$ cat config.mk
export PLATFORM = sky130hd
export DESIGN_NAME = relay_link_ctrl
export DESIGN_NICKNAME = d
export VERILOG_FILES = /design/src/rtl/relay_link_ctrl_pkg.sv /design/src/rtl/relay_link_ctrl_frame_detect.sv /design/src/rtl/relay_link_ctrl.sv
export SDC_FILE = /design/constraint.sdc
export NUM_CORES = 1
export LEC_CHECK = 0
export ABC_AREA = 0
export BUFFER_PORTS_ARGS = -buffer_cell sky130_fd_sc_hd__buf_2
export CAP_MARGIN = 15
export CELL_PAD_IN_SITES_DETAIL_PLACEMENT = 1
export CELL_PAD_IN_SITES_GLOBAL_PLACEMENT = 1
export CORE_MARGIN = 3
export CORE_UTILIZATION = 42
export DETAILED_ROUTE_END_ITERATION = 16
export PLACE_DENSITY_LB_ADDON = 0.2
export SYNTH_ARGS = -nofsm -noshare
export SYNTH_HDL_FRONTEND = slang
export SYNTH_SLANG_ARGS = --single-unit
$ cat constraint.sdc
create_clock -name clk -period 2.7 [get_ports clk]
set_input_delay 0.405 -clock clk [delete_from_list [all_inputs] [get_ports clk]]
set_output_delay 0.405 -clock clk [all_outputs]
set_load 0.05 [all_outputs]
$ cat src/rtl/relay_link_ctrl_pkg.sv
`default_nettype none
// ============================================================================
// Module  : relay_defs (package)
// Brief   : Mode codes, frame patterns, FSM/role encodings for the relay link.
// Revision: 1.0 - initial release
// ============================================================================
package relay_defs;

    localparam logic [2:0] MODE_SNIFFER       = 3'd0;
    localparam logic [2:0] MODE_TAGSIM_LISTEN = 3'd1;
    localparam logic [2:0] MODE_TAGSIM_MOD    = 3'd2;
    localparam logic [2:0] MODE_READER_LISTEN = 3'd3;
    localparam logic [2:0] MODE_READER_MOD    = 3'd4;
    localparam logic [2:0] MODE_FAKE_READER   = 3'd5;
    localparam logic [2:0] MODE_FAKE_TAG      = 3'd6;

    localparam logic [7:0]  START_READER_DEF   = 8'h0c;
    localparam logic [7:0]  START_TAG_DEF      = 8'hf0;
    localparam logic [15:0] END_ALT_READER_DEF = 16'hc000;

    typedef enum logic [1:0] {
        ST_IDLE   = 2'd0,
        ST_HUNT   = 2'd1,
        ST_ACTIVE = 2'd2,
        ST_GUARD  = 2'd3
    } state_t;

    typedef enum logic [1:0] {
        ROLE_NONE   = 2'd0,
        ROLE_READER = 2'd1,
        ROLE_TAG    = 2'd2
    } role_t;

    function automatic role_t decode_role(input logic [2:0] mode);
        case (mode)
            MODE_FAKE_READER: return ROLE_READER;
            MODE_FAKE_TAG:    return ROLE_TAG;
            default:          return ROLE_NONE;
        endcase
    endfunction

    function automatic logic [2:0] listen_code(input role_t role);
        case (role)
            ROLE_READER: return MODE_READER_LISTEN;
            ROLE_TAG:    return MODE_TAGSIM_LISTEN;
            default:     return MODE_SNIFFER;
        endcase
    endfunction

    function automatic logic [2:0] mod_code(input role_t role);
        case (role)
            ROLE_READER: return MODE_READER_MOD;
            ROLE_TAG:    return MODE_TAGSIM_MOD;
            default:     return MODE_SNIFFER;
        endcase
    endfunction

endpackage
`default_nettype wire

$ cat src/rtl/relay_link_ctrl_frame_detect.sv
`default_nettype none
// ============================================================================
// Module  : relay_frame_detect
// Brief   : 20-bit relay bit history with start/end pattern comparators.
// Revision: 1.0 - initial release
// ============================================================================
module relay_frame_detect
    import relay_defs::*;
#(
    parameter logic [7:0]  START_READER   = START_READER_DEF,
    parameter logic [7:0]  START_TAG      = START_TAG_DEF,
    parameter logic [15:0] END_ALT_READER = END_ALT_READER_DEF
) (
    input  logic clk,
    input  logic reset,
    input  logic shift_i,
    input  logic clear_i,
    input  logic rx_bit_i,
    output logic start_hit_reader_o,
    output logic start_hit_tag_o,
    output logic end_hit_zero_o,
    output logic end_hit_alt_o
);

    logic [19:0] sr_q;
    logic [19:0] w_sr_shift;

    // Comparators look at the value sr will hold once the current bit is in,
    // so a pattern is recognised on the very tick its last bit arrives.
    assign w_sr_shift = {sr_q[18:0], rx_bit_i};

    assign start_hit_reader_o = (w_sr_shift == {12'b0, START_READER});
    assign start_hit_tag_o    = (w_sr_shift == {12'b0, START_TAG});
    assign end_hit_zero_o     = (w_sr_shift[15:0] == 16'h0000);
    assign end_hit_alt_o      = (w_sr_shift[15:0] == END_ALT_READER);

    always_ff @(posedge clk or negedge reset) begin
        if (!reset) begin
            sr_q <= '0;
        end else if (clear_i) begin
            sr_q <= '0;
        end else if (shift_i) begin
            sr_q <= w_sr_shift;
        end
    end

endmodule
`default_nettype wire

$ cat src/rtl/relay_link_ctrl.sv
`default_nettype none
// ============================================================================
// Module  : relay_link_ctrl
// Brief   : Half-duplex relay link sequencer: hunt, frame, guard, timeout.
// Revision: 1.0 - initial release
// ============================================================================
module relay_link_ctrl
    import relay_defs::*;
#(
    parameter logic [7:0]  START_READER   = START_READER_DEF,
    parameter logic [7:0]  START_TAG      = START_TAG_DEF,
    parameter logic [15:0] END_ALT_READER = END_ALT_READER_DEF,
    parameter int          MAX_FRAME_BITS = 4096,
    parameter int          GUARD_BITS     = 16,
    parameter int          CNT_W          = 13
) (
    input  logic             clk,
    input  logic             reset,
    input  logic [2:0]       hi_simulate_mod_type,
    input  logic             bit_tick,
    input  logic             rx_bit,
    output logic [2:0]       mod_type,
    output logic             relay_tx_en,
    output logic             frame_active,
    output logic [CNT_W-1:0] frame_bits,
    output logic [7:0]       frame_count,
    output logic             timeout_err
);

    localparam logic [CNT_W-1:0] MIN_END_BITS = CNT_W'(16);
    localparam logic [CNT_W-1:0] TIMEOUT_LAST = CNT_W'(MAX_FRAME_BITS - 1);
    localparam int               GUARD_LAST_I = (GUARD_BITS > 0) ? GUARD_BITS - 1 : 0;
    localparam logic [15:0]      GUARD_LAST   = 16'(GUARD_LAST_I);

    state_t           state_q, state_d;
    role_t            role_q, role_d;
    logic [2:0]       mod_type_q, mod_type_d;
    logic             tx_en_q, tx_en_d;
    logic             active_q, active_d;
    logic [CNT_W-1:0] fbits_q, fbits_d;
    logic [7:0]       fcount_q, fcount_d;
    logic             tout_q, tout_d;
    logic [15:0]      guard_q, guard_d;

    role_t            w_role_now;
    logic             w_sr_shift;
    logic             w_sr_clear;
    logic             w_start_rd, w_start_tag, w_end_zero, w_end_alt;
    logic             w_start_hit;
    logic             w_end_hit;
    logic [CNT_W-1:0] w_cnt_inc;

    relay_frame_detect #(
        .START_READER  (START_READER),
        .START_TAG     (START_TAG),
        .END_ALT_READER(END_ALT_READER)
    ) u_detect (
        .clk               (clk),
        .reset             (reset),
        .shift_i           (w_sr_shift),
        .clear_i           (w_sr_clear),
        .rx_bit_i          (rx_bit),
        .start_hit_reader_o(w_start_rd),
        .start_hit_tag_o   (w_start_tag),
        .end_hit_zero_o    (w_end_zero),
        .end_hit_alt_o     (w_end_alt)
    );

    assign w_role_now  = decode_role(hi_simulate_mod_type);
    assign w_cnt_inc   = (&fbits_q) ? fbits_q : fbits_q + 1'b1;
    assign w_start_hit = (role_q == ROLE_READER) ? w_start_rd : w_start_tag;
    // End is judged on the post-tick count so it lands on byte boundaries.
    assign w_end_hit   = (w_cnt_inc[2:0] == 3'b000) && (w_cnt_inc >= MIN_END_BITS) &&
                         (w_end_zero || ((role_q == ROLE_READER) && w_end_alt));

    always_comb begin
        state_d    = state_q;
        role_d     = role_q;
        mod_type_d = mod_type_q;
        tx_en_d    = tx_en_q;
        active_d   = active_q;
        fbits_d    = fbits_q;
        fcount_d   = fcount_q;
        tout_d     = tout_q;
        guard_d    = guard_q;
        w_sr_shift = 1'b0;
        w_sr_clear = 1'b0;

        if (state_q != ST_IDLE && w_role_now != role_q) begin
            state_d    = ST_IDLE;
            role_d     = ROLE_NONE;
            mod_type_d = MODE_SNIFFER;
            tx_en_d    = 1'b0;
            active_d   = 1'b0;
            fbits_d    = '0;
            tout_d     = 1'b0;
            guard_d    = '0;
            w_sr_clear = 1'b1;
        end else begin
            case (state_q)
                ST_IDLE: begin
                    if (w_role_now != ROLE_NONE) begin
                        state_d    = ST_HUNT;
                        role_d     = w_role_now;
                        mod_type_d = listen_code(w_role_now);
                        tx_en_d    = 1'b1;
                        w_sr_clear = 1'b1;
                    end
                end
                ST_HUNT: begin
                    if (bit_tick) begin
                        w_sr_shift = 1'b1;
                        if (w_start_hit) begin
                            state_d    = ST_ACTIVE;
                            mod_type_d = mod_code(role_q);
                            tx_en_d    = 1'b0;
                            active_d   = 1'b1;
                            fbits_d    = '0;
                            tout_d     = 1'b0;
                        end
                    end
                end
                ST_ACTIVE: begin
                    if (bit_tick) begin
                        w_sr_shift = 1'b1;
                        fbits_d    = w_cnt_inc;
                        if (w_end_hit || fbits_q == TIMEOUT_LAST) begin
                            state_d    = ST_GUARD;
                            mod_type_d = listen_code(role_q);
                            tx_en_d    = 1'b1;
                            active_d   = 1'b0;
                            fcount_d   = fcount_q + 8'd1;
                            tout_d     = !w_end_hit;
                            guard_d    = '0;
                            w_sr_clear = 1'b1;
                        end
                    end
                end
                ST_GUARD: begin
                    if (bit_tick) begin
                        if (guard_q >= GUARD_LAST) begin
                            state_d = ST_HUNT;
                            guard_d = '0;
                        end else begin
                            guard_d = guard_q + 16'd1;
                        end
                    end
                end
                default: begin
                    state_d = ST_IDLE;
                end
            endcase
        end
    end

    always_ff @(posedge clk or negedge reset) begin
        if (!reset) begin
            state_q    <= ST_IDLE;
            role_q     <= ROLE_NONE;
            mod_type_q <= MODE_SNIFFER;
            tx_en_q    <= 1'b0;
            active_q   <= 1'b0;
            fbits_q    <= '0;
            fcount_q   <= '0;
            tout_q     <= 1'b0;
            guard_q    <= '0;
        end else begin
            state_q    <= state_d;
            role_q     <= role_d;
            mod_type_q <= mod_type_d;
            tx_en_q    <= tx_en_d;
            active_q   <= active_d;
            fbits_q    <= fbits_d;
            fcount_q   <= fcount_d;
            tout_q     <= tout_d;
            guard_q    <= guard_d;
        end
    end

    assign mod_type     = mod_type_q;
    assign relay_tx_en  = tx_en_q;
    assign frame_active = active_q;
    assign frame_bits   = fbits_q;
    assign frame_count  = fcount_q;
    assign timeout_err  = tout_q;

endmodule
`default_nettype wire

### After elaboration in Yosys (flattened, before gate mapping)

Cells that the tools add are included.

* register bits: 66
* bits of input ports: 7
* output and inout port bits: 27
* word-level logic and storage cells: 127

* add/sub/neg operators: 3
* $lt $le $gt $ge: 2
* equal/unequal tests: 21
* mux-type cells: 63
* bitwise operators: 1
* reductions and logical operators: 27

Operators by type and width (count)
* $mux W16: 5
* $mux W13: 5
* $mux W19: 2
* $pmux W16 S2: 1
* $pmux W13 S2: 1
* $mux W1: 22
* $mux W2: 11
* $ne A3 B3 Y1 const B: 7
* $eq A20 B4 Y1 const B: 1
* $eq A20 B8 Y1 const B: 1
* $mux W3: 6
* $add A16 B1 Y16 const B: 1
* $eq A16 B16 Y1 const B: 1
* $ge A16 B4 Y1 const B: 1
* $logic_not A16 Y1: 1
* $add A13 B1 Y13 const B: 1
* $eq A13 B12 Y1 const B: 1
* $ge A13 B5 Y1 const B: 1
* $reduce_and A13 Y1: 1
* $pmux W2 S2: 3
* $reduce_and A4 Y1: 3
* $reduce_bool A2 Y1: 5
* $pmux W3 S3: 1
* $add A8 B1 Y8 const B: 1
* 21 further kinds: 34

### Logic depth before layout (Yosys ltp)

* depth after elaboration: 11
* depth in mapped cells: 14

### Hierarchy

From an unflattened synthesis, not the netlist that was laid out.

* cell total of the unflattened synthesis: 381
* area total of the unflattened synthesis: 3701.0 sq um

Modules (own cells, without submodules)
* relay_link_ctrl: instances 1, cells an instance 303, area each 2822.7 sq um, seq. area each 1176.1 sq um
* relay_frame_detect: instances 1, cells an instance 78, area each 878.3 sq um, seq. area each 475.5 sq um

### Least setup slack after synthesis

Ideal clock, no wire load.

* path kind: flip-flop to flip-flop
* from: register fbits_q[0] (netlist: frame_bits[0])
* to: register guard_q[15]
* setup time: 0.119 ns
* data arrival time: 2.899 ns
* data required time: 2.581 ns
* slack: -0.318 ns
* stages on the path, launching flop included: 13
* buffers on the path: 4
* period minus slack after synthesis: 3.018 ns
* cell sequence: dfrtp_1 ha_1 buf_6 and4_1 buf_2 or3_1 a2111oi_2 o21ai_1 o21ai_2 buf_6 buf_4 a211oi_1 o21a_1

* word-level cells in the longest chain between the ends: 8

Ends and longest elaborated chain
* start: declaration: line relay_link_ctrl.sv:40 `logic [CNT_W-1:0] fbits_q, fbits_d;`
* start signal: assignment: line relay_link_ctrl.sv:173 `fbits_q <= fbits_d;`
* $add A13 B1 Y13 or $reduce_and A13 Y1 (tied branches): line relay_link_ctrl.sv:70 `assign w_cnt_inc = (&fbits_q) ? fbits_q : fbits_q + 1'b1;`
* $mux W13: line relay_link_ctrl.sv:70
* $ge A13 B5 Y1 or $logic_not A3 Y1 (tied branches): line relay_link_ctrl.sv:73 `assign w_end_hit = (w_cnt_inc[2:0] == 3'b000) && (w_cnt_inc >= MIN_END_BITS) &&`
* $logic_and A1 B1 Y1 (2 in a row): line relay_link_ctrl.sv:73
* $logic_or A1 B1 Y1 *: line relay_link_ctrl.sv:127 `if (w_end_hit || fbits_q == TIMEOUT_LAST) begin`
* $ne A3 B3 Y1 (no line) *
* $reduce_and A4 Y1 (no line) *
* end signal: assignment: line relay_link_ctrl.sv:176 `guard_q <= guard_d;`
* end: declaration: line relay_link_ctrl.sv:43 `logic [15:0] guard_q, guard_d;`

Every way passes the cells marked *; elsewhere a longest branch is shown, timed or not.
A chain may end at the register's enable or synchronous reset.

### Final worst setup path

* from: input port hi_simulate_mod_type[2]
* to: register mod_type_q[1] (netlist: mod_type[1])

* word-level cells in the longest chain between the ends: 7

Ends and longest elaborated chain
* start: declaration: line relay_link_ctrl.sv:19 `input logic [2:0] hi_simulate_mod_type,`
* $eq A3 B3 Y1: line relay_link_ctrl_pkg.sv:35 `case (mode)`
* $pmux W2 S2 *: line relay_link_ctrl_pkg.sv:35
* $eq A2 B2 Y1 or $eq A2 B1 Y1 (tied branches): line relay_link_ctrl_pkg.sv:43 `case (role)`
* $pmux W2 S2: line relay_link_ctrl_pkg.sv:43
* $mux W3: line relay_link_ctrl.sv:102 `if (w_role_now != ROLE_NONE) begin`
* $pmux W3 S3: line relay_link_ctrl.sv:100 `case (state_q)`
* $mux W3: line relay_link_ctrl.sv:89 `if (state_q != ST_IDLE && w_role_now != role_q) begin`
* end signal: assignment: line relay_link_ctrl.sv:170 `mod_type_q <= mod_type_d;`
* end: declaration: line relay_link_ctrl.sv:37 `logic [2:0] mod_type_q, mod_type_d;`

Every way passes the cells marked *; elsewhere a longest branch is shown, timed or not. The select of a mux whose other input is x is not followed.

==> impl_metrics.toml <==
[power]
ir_drop_mv = 0.3484
p_leak_nw = 2.306
p_per_area_nw_per_um2 = 779.9

[cells_and_area]
syn2layout_area_growth_pct = 30.75
mostFrequentLayoutCell = "buf_4"
final_area_um2 = 5039
stdcell_count = 629
num-fill-cells = 1018
diodes = 0
final_nets = 537
final_cell_mix = "buf_4, nand2_1, dfrtp_1"
drive_gt1_share_pct = 34.17

[routing]
firstDrtPassIters = 4
via_per_inst = 5.746
antenna_left = 0
drt-initial-drc-count = 117
vias = 3614
wl_per_cell_um = 18.02
drt-total-wl_um = 11340
drc = 0

[place]
dpl_worst_slack_ns = -0.4396
io_buffers = 33
place.gp.congestion = 0.8534
dpl.hpwl_um = 7994
dp.cells = 603
placed_cell_area_um2 = 4654

[worst_setup_path]
slowest_stage = "or4_4"
critPathCaptureType = "register"
crit_chain = "buf_4 -> nand2_4 -> nor2_4 -> inv_2 -> ha_2 -> nor4bb_4 -> or4_4 -> buf_6 -> o31a_1 -> nand2_2 -> o221ai_4 -> a211oi_4 -> buf_6 -> mux2_4"
path_delay_family = "simple AND/OR/NAND/NOR gates"
crit_required_ns = 2.92
cp-start-kind = "input port"
arrival_ns = 2.92
slowest_delay_ns = 0.56
path_buf_inv = 4
crit_path_max_fanout = 4
crit_type = "input port to register"
cp_common_cell = "buf_6"

[yosys]
async_flop_share_pct = 100.0
synth_edf_count = 0
ys_ff_latch = 66
netlist_instances = 423
synth_top_flop_cell = "dfrtp_1"
yosys_warnings = 0
ys_seq_area_share_pct = 42.86
netlist-cell-type-count = 62
syn_nets = 443
synth_area_um2 = 3854
synth_area_per_cell_um2 = 9.110

[floorplanning]
die_w_um = 101.8
dieHeight_um = 101.8
ioPinCount = 34
rows = 34
core_um2 = 8806
start_util_pct = 43.76
die_area_um2 = 10360

[timing]
hold-worst-slack_ns = 0.05550
finalHoldViolCount = 0
fmax_ghz = 0.3704
relSlewSlack_pct = 60.09
worstMarginPinSlew_ns = 0.5986
rsz0062_at_grt = "yes"
finalSetupViolations = 1
timing.final.ws_setup_ns = -0.00007394
finalCriticalPeriod_ns = 2.700
period_share_pct = 100.0
slew_violations = 0
skew_ns = 0.009422

[cts]
cts_max_path_buffers = 2
clkSinkCount = 66
h-tree-depth = 3
cts_tree = "yes"
clkLatencyLatePin_ns = 0.34
numCtsBuffers = 9
clockRootBuffer = "clkbuf_8"
postCtsHoldBufs = 0
clk_pin_slew_ns = 0.07

[global_routing]
grt_pass1_wl_um = 18640
grt_max_degree = 45
antenna_found_initial = 0
grt_usage_pct = 22.77
grt_pass1_vias = 3728
grt-ovfl-total = 0

[hold_path]
hold_class = "input port to async pin"

[job]
drv_cap = 0

[run_status]
violations = "negative setup slack"
status = "complete, but fails checks"
through the flow:
step	power (mW)	util, %	TNS (ns)
after floorplan	2.326	-	-3.607
after global placement	2.952	52.86	-11.50
after detailed placement	3.026	52.86	-17.71
after CTS	3.844	55.85	-0.07428
after global routing	4.164	57.22	-0.7116
final	3.930	57.22	-0.00007394
where the power goes:
| group | switching (mW) | internal [mW] |
|---|---|---|
| clock | 0.389 | 0.378 |
| combinational | 1.10 | 0.878 |
| sequential | 0.0943 | 1.09 |
| total | 1.59 | 2.34 |
synth_stat cells (all sizes together) (3+ instances only):
cell type	n	area (um2)
a31oi	7	43.79
dfrtp	66	1652
o21ai	18	93.84
nand4	10	62.56
o2bb2ai	3	26.28
nor3	10	55.05
a41oi	3	26.28
a21oi	45	225.2
or3	5	31.28
nand2	68	257.8
mux2	11	123.9
nand3	17	90.09
nor2	17	63.81
o21a	11	82.58
and4	4	35.03
a211oi	8	72.57
inv	12	45.04
or4	4	33.78
nor4bb	3	30.03
buf	15	93.83
clkbuf	9	33.78
a32o	3	30.03
o2111ai	3	26.28
nor4	7	43.79
ha	13	162.7
and3	13	81.33
xor2	7	61.31
and2	7	43.79
worst reg2reg max path, delay by kind of cell (launching register included):
| kind | cells | cell delay (ns) |
|---|---|---|
| AO/OA/AOI/OAI | 5 | 1.11 |
| adder cells (fa/ha/maj) | 1 | 0.17 |
| buffers and inverters | 2 | 0.41 |
| flip-flops | 1 | 0.43 |
| AND/OR/NAND/NOR | 2 | 0.49 |
routing by layer:
| metal | GRT usage, % | vias up | share of wire, % |
|---|---|---|---|
| met5 | 0 | - | 0 |
| met4 | 6.953 | 0 | 1.4 |
| met3 | 4.132 | 15 | 2.0 |
| met2 | 37.27 | 42 | 49 |
| met1 | 30.74 | 1818 | 47 |
| li1 | - | 1739 | - |
final timing paths:
kind / start / to / slack, ns / cells after the start
min in group clk: rx_bit / u_detect.sr_q[0] / 0.32 / 3
setup reg to reg: frame_bits[0] / guard_q[14] / 0.03 / 10
setup / recovery: hi_simulate_mod_type[2] / mod_type[1] / -0.00007 / 14
hold reg to reg: frame_count[7] / frame_count[7] / 0.47 / 1
max in group asynchronous: reset / guard_q[7] / 1.99 / 2
hold / removal: reset / role_q[0] / 0.06 / 1
cell families (layout without fill, tap and decap cells):
family / count (synthesis) / in the layout / synth area share, %
AND/OR/NAND/NOR: 172 / 172 / 22.99
AO/OA/AOI/OAI: 116 / 116 / 20.33
flip-flops: 66 / 66 / 42.86
buffers and inverters: 37 / 135 / 4.577
adder cells (fa/ha/maj): 13 / 13 / 4.221
multiplexers: 11 / 11 / 3.214
XOR/XNOR: 8 / 8 / 1.818
area by class of cell:
type | instances | area, um2 | share of cell area [%]
flip-flops and latches | 66 | 1655 | 32.85
clock buffers | 13 | 158.9 | 3.154
repair buffers | 107 | 792.0 | 15.72
clock inverters | 2 | 12.51 | 0.2483
well taps | 108 | 135.1 | 2.682
multi-input cells | 320 | 2236 | 44.38
inverters | 13 | 48.80 | 0.9685
state kept, by name, indices dropped and copies added, names as in the netlist:
name and count:
relay_tx_en 1, state_q 2, mod_type 3, u_detect.sr_q 19, frame_bits 13, guard_q 16, frame_count 8, frame_active 1
timeout_err 1, role_q 2
what timing repair did:
action,CTS,global route
setup buffers,5,5
pin swaps,5,10
cloned,0,1
gates resized for setup,15,17
setup endpoints to repair,40,54
(Power assumes the default switching activity.)
